<file path="src/rtl/seq_scan_ctrl.sv">
// Word-serial scanner: shifts each accepted word MSB first through a Mealy
// non-overlapping 1010 detector and reports per-word match count/positions.
// Optional SEQ_SCAN_CARRY_EN keeps detector state across word boundaries.
module seq_scan_ctrl #(
  parameter int WIDTH = 8,
  localparam int CW = $clog2(WIDTH + 1)
) (
  input  logic             clk,
  input  logic             rst,
  input  logic             in_valid,
  output logic             in_ready,
  input  logic [WIDTH-1:0] in_data,
  output logic             out_valid,
  input  logic             out_ready,
  output logic [CW-1:0]    out_count,
  output logic [WIDTH-1:0] out_pos,
  input  logic             clr_total,
  output logic [15:0]      total_count,
  output logic             busy
);

  typedef enum logic [1:0] {IDLE, SHIFT, REPORT} state_e;
  typedef enum logic [1:0] {DET_A, DET_B, DET_C, DET_D} det_e;

  localparam logic [CW-1:0]    LAST_CNT = CW'(WIDTH);
  localparam logic [WIDTH-1:0] TOP_BIT  = {1'b1, {(WIDTH-1){1'b0}}};

  state_e           state_q, state_d;
  det_e             det_q, det_d;
  logic [WIDTH-1:0] sh_q, sh_d;
  logic [CW-1:0]    bit_cnt_q, bit_cnt_d;
  logic [CW-1:0]    count_q, count_d;
  logic [WIDTH-1:0] pos_q, pos_d;
  logic [15:0]      total_q, total_d;
  logic             in_ready_q, out_valid_q, busy_q;
  logic             bit_in, match;

  assign bit_in = sh_q[WIDTH-1];

  always_comb begin
    // NOTE: every variable gets a default here so no path leaves one unassigned,
    // which would otherwise infer a latch.
    state_d   = state_q;
    det_d     = det_q;
    sh_d      = sh_q;
    bit_cnt_d = bit_cnt_q;
    count_d   = count_q;
    pos_d     = pos_q;
    match     = 1'b0;

    case (state_q)
      IDLE: begin
        if (in_valid) begin
          sh_d      = in_data;
          bit_cnt_d = '0;
          count_d   = '0;
          pos_d     = '0;
          state_d   = SHIFT;
`ifndef SEQ_SCAN_CARRY_EN
          det_d     = DET_A;
`endif
        end
      end
      SHIFT: begin
        // The cycle after the last bit only hands off to REPORT; the detector holds.
        if (bit_cnt_q == LAST_CNT) begin
          state_d = REPORT;
        end else begin
          sh_d      = sh_q << 1;
          bit_cnt_d = bit_cnt_q + CW'(1);
          case (det_q)
            DET_A: det_d = bit_in ? DET_B : DET_A;
            DET_B: det_d = bit_in ? DET_B : DET_C;
            DET_C: det_d = bit_in ? DET_D : DET_A;
            DET_D: begin
              det_d = bit_in ? DET_B : DET_A;
              match = !bit_in;
            end
            default: det_d = DET_A;
          endcase
          if (match) begin
            count_d = count_q + CW'(1);
            pos_d   = pos_q | (TOP_BIT >> bit_cnt_q);
          end
        end
      end
      REPORT: begin
        if (out_ready) state_d = IDLE;
      end
      default: state_d = IDLE;
    endcase

    // Clear has priority over a coincident match; the count saturates.
    total_d = total_q;
    if (clr_total)                      total_d = '0;
    else if (match && total_q != '1)    total_d = total_q + 16'd1;
  end

  always_ff @(posedge clk or posedge rst) begin
    // NOTE: sequential state uses non-blocking assignments so every flop
    // samples the pre-edge values of the others.
    if (rst) begin
      state_q     <= IDLE;
      det_q       <= DET_A;
      sh_q        <= '0;
      bit_cnt_q   <= '0;
      count_q     <= '0;
      pos_q       <= '0;
      total_q     <= '0;
      in_ready_q  <= 1'b1;
      out_valid_q <= 1'b0;
      busy_q      <= 1'b0;
    end else begin
      state_q     <= state_d;
      det_q       <= det_d;
      sh_q        <= sh_d;
      bit_cnt_q   <= bit_cnt_d;
      count_q     <= count_d;
      pos_q       <= pos_d;
      total_q     <= total_d;
      in_ready_q  <= (state_d == IDLE);
      out_valid_q <= (state_d == REPORT);
      busy_q      <= (state_d != IDLE);
    end
  end

  assign in_ready    = in_ready_q;
  assign out_valid   = out_valid_q;
  assign busy        = busy_q;
  assign out_count   = count_q;
  assign out_pos     = pos_q;
  assign total_count = total_q;

endmodule
</file>
<file path="config.mk">
export PLATFORM = sky130hd
export DESIGN_NAME = seq_scan_ctrl
export DESIGN_NICKNAME = d
export VERILOG_FILES = /design/src/rtl/seq_scan_ctrl.sv
export SDC_FILE = /design/constraint.sdc
export NUM_CORES = 1
export LEC_CHECK = 0
export CAP_MARGIN = 20
export CORE_MARGIN = 8
export CORE_UTILIZATION = 48
export CTS_BUF_LIST = sky130_fd_sc_hd__clkbuf_8
export DETAILED_ROUTE_END_ITERATION = 10
export PLACE_DENSITY = 0.9
export SYNTH_ARGS = -nofsm -noshare
export SYNTH_HDL_FRONTEND = slang
export SYNTH_SLANG_ARGS = --single-unit
</file>
<file path="constraint.sdc">
create_clock -name clk -period 2.2 [get_ports clk]
set_clock_uncertainty 0.15 [all_clocks]
set_input_delay 0.44 -clock clk [delete_from_list [all_inputs] [get_ports clk]]
set_output_delay 0.44 -clock clk [all_outputs]
set_load 0.02 [all_outputs]
</file>
==> results.json, run 1 <==
{
  "hp-class": "primary input to async pin",
  "pin_count": 44,
  "syn_nets": 259,
  "hold_viol_final": 0,
  "rows": 25,
  "place.port_buffers": 43,
  "avgRoutedWirePerCell_um": 16.2,
  "cts_inserted_buffers": 5,
  "hold_ws_ns": 0.325,
  "setup.worst_path.end_class": "flip-flop",
  "outcome": "completed",
  "async_flop_share": 1.00,
  "n_fill_cell": 315,
  "first_global_vias": 2077,
  "drive_gt1_frac": 0.225,
  "num_antenna_cells": 0,
  "drcViolationCount": 0,
  "worst_slew_pin_slew_ns": 0.433,
  "clock-sinks": 47,
  "finalSetupViolations": 0,
  "clockPowerShare": 0.205,
  "wirelength_um": 6010,
  "r2r_slack_ns": 0.05,
  "num_vias": 2103,
  "power.net_switching_w": 0.00106,
  "grt_max_degree": 48,
  "path_clk_slew_ns": 0.08,
  "synth_area_per_cell_sq_um": 9.66,
  "hold_buffers": 0,
  "gp_congestion": 0.911,
  "critical_path_class": "flip-flop to flip-flop",
  "fin_crit_sh": 0.976,
  "initial_core_util": 0.493,
  "max_freq_mhz": 466,
  "intPower_w": 0.00191,
  "coreArea_sq_um": 4660,
  "grt_overflow": 0,
  "synthFlopType": "dfrtp_1",
  "finish.instance_area_sq_um": 3210,
  "synth_seq_cells": 47,
  "power_density_nw_per_um2": 924,
  "cts-htree-levels": 2,
  "grt_pass1_wl_um": 9900,
  "grt_util_all_layers": 0.169,
  "max_slew_margin": 0.709,
  "ff2ff_path_depth": 6,
  "path_max_fanout": 4,
  "setup.worst_path.start_class": "flip-flop",
  "initialDrtViolationCount": 205,
  "clk_latency_ns": 0.30,
  "dieArea_sq_um": 7260,
  "r2r_end": "total_count[12]",
  "dp_hpwl_um": 4030,
  "r2r-start": "total_count[6]",
  "synth-edff-count": 0,
  "power_w": 0.00297,
  "ant_nets": 0,
  "fin_nets": 336,
  "p_seq_frac": 0.401,
  "antenna_found_initial": 0,
  "area_growth_pct": 39.8,
  "clockBufferDepth": 2,
  "maxCapViolCount": 0,
  "ir_drop_v": 0.000604,
  "placed_cell_area_sq_um": 2960,
  "worstPathArrival_ns": 2.23,
  "syn_inst": 238,
  "final_core_util": 0.690,
  "die_h_um": 85.2,
  "p_comb_frac": 0.394,
  "viasPerCell": 5.68,
  "drt_pass1_iterations": 4,
  "synth.yosys.seq_area_share": 0.512,
  "die_x_um": 85.2,
  "worstPathRequired_ns": 2.28,
  "layout_min_cycle_time_ns": 2.15,
  "yosysWarnings": 0,
  "synthDistinctLibCells": 40,
  "multi_input_area_sq_um": 1100,
  "finalNonFillerCells": 370,
  "slew_viol_final": 0,
  "p_leak_nw": 1.43,
  "cts_tree": "yes",
  "layout.area.seq_sq_um": 1180,
  "ctsRootBufferMaster": "clkbuf_8",
  "dp_cells": 352,
  "switching_share": 0.356,
  "netlist_area_sq_um": 2300
}
## final cells by class
type	instances	share of cell area
clock buffers	5	0.0214
clock inverters	3	0.0117
inverters	8	0.00934
multi-input cells	173	0.343
flip-flops and latches	47	0.367
well taps	54	0.0210
repair buffers	80	0.227
## Yosys cell counts, drive strengths merged (2+ instances only)
master	n	share of area
or3	7	0.021
clkbuf	6	0.0098
buf	4	0.017
inv	8	0.013
dfrtp	46	0.50
a31oi	6	0.016
xor2	6	0.023
nor3	5	0.016
o211ai	3	0.0098
nand2b	3	0.0082
o31ai	5	0.016
nor4	2	0.0082
nand2	33	0.054
nor2	29	0.047
a21oi	17	0.037
and2	2	0.0054
nand3	9	0.020
nor2b	3	0.0082
ha	8	0.044
o21ai	15	0.034
or4	6	0.022
nand4	5	0.020
mux2i	3	0.013
## through the flow
stage          setup WS [ns]  TNS [ns]
2_1_floorplan       -0.00886  -0.00886
6_report              0.0520         0
3_3_place_gp          0.0701         0
5_1_grt              -0.0179   -0.0672
4_1_cts              0.00663         0
3_5_place_dp         0.00901         0
## layer usage
| metal | GRT usage | wire (um) | up-vias |
|---|---|---|---|
| li1 | - | - | 983 |
| met1 | 0.202 | 2490 | 1017 |
| met2 | 0.271 | 2950 | 79 |
| met3 | 0.0521 | 404 | 24 |
| met4 | 0.0793 | 168 | 0 |
| met5 | 0 | 0 | - |
## worst max-delay path, stage by stage (launching register included)
cell	delay, ns
dfrtp_1	0.43
nand4_4	0.13
or4_4	0.58
buf_4	0.18
or3b_1	0.38
xor2_1	0.15
nor2_1	0.09
## cells by family after synthesis
group	share of synthesized area
mux	0.0196
xor+xnor	0.0229
compound gates	0.114
buf+inv	0.0403
fa+ha+maj	0.0436
simple gates	0.248
flops	0.512
## power groups by stage
stage / combinational, W / clock (W) / sequential [W]
2_1_floorplan: 0.000566 / 0 / 0.00126
3_3_place_gp: 0.000968 / 0 / 0.00119
3_5_place_dp: 0.00101 / 0 / 0.00119
4_1_cts: 0.00104 / 0.000612 / 0.00118
5_1_grt: 0.00131 / 0.000662 / 0.00121
6_report: 0.00117 / 0.000608 / 0.00119
## worst max path at each step
stage,start,to,slack (ns),cells after the start
2_1_floorplan,total_count[6],total_count[11],-0.009,6
3_3_place_gp,total_count[6],total_count[1],0.07,6
3_5_place_dp,bit_cnt_q[1],total_count[5],0.009,8
4_1_cts,bit_cnt_q[1],total_count[7],0.007,8
5_1_grt,bit_cnt_q[0],total_count[7],-0.02,8
6_report,total_count[6],total_count[12],0.05,6
## state kept, by name, indices dropped and copies added, names as in the netlist
signal / count
busy: 1
out_count: 4
sh_q: 8
in_ready: 1
out_pos: 8
bit_cnt_q: 4
out_valid: 1
det_q: 2
total_count: 16
state_q: 2
## placed cells by master (no fill, tap or decap), types with 2 or more instances in the layout
| cell type | count |
|---|---|
| ha_1 | 6 |
| dfrtp_1 | 43 |
| xor2_1 | 6 |
| nor3_2 | 2 |
| nor2_1 | 27 |
| nand2b_1 | 3 |
| clkbuf_8 | 5 |
| or3_2 | 3 |
| o31ai_1 | 5 |
| nand2_1 | 33 |
| buf_6 | 2 |
| nand3_1 | 9 |
| dfrtp_2 | 3 |
| a31oi_1 | 6 |
| nand4_1 | 4 |
| or4_1 | 2 |
| a21oi_2 | 4 |
| mux2i_1 | 3 |
| clkdlybuf4s50_1 | 43 |
| inv_1 | 8 |
| or3_1 | 4 |
| or4_4 | 4 |
| nor2b_1 | 3 |
| and2_1 | 2 |
| a21oi_1 | 13 |
| buf_4 | 34 |
| nor2_4 | 2 |
| nor3_1 | 2 |
| o21ai_0 | 14 |
| o211ai_1 | 3 |
## repair_timing
item,in CTS,in global routing
setup endpoints to repair,4,25
resized for setup,5,14
pin swaps,3,4
buffers inserted,5,5
Power figures use the tool's default switching activity.
==> run 2: changes to the inputs <==
--- a/config.mk
+++ b/config.mk
@@ -10,6 +10,7 @@
 export CORE_UTILIZATION = 48
 export CTS_BUF_LIST = sky130_fd_sc_hd__clkbuf_8
 export DETAILED_ROUTE_END_ITERATION = 10
+export HOLD_SLACK_MARGIN = 0.03
 export PLACE_DENSITY = 0.9
 export SYNTH_ARGS = -nofsm -noshare
 export SYNTH_HDL_FRONTEND = slang
==> results of run 2 <==
No change in the layout: final DEF, timing and power equal those of run 1.
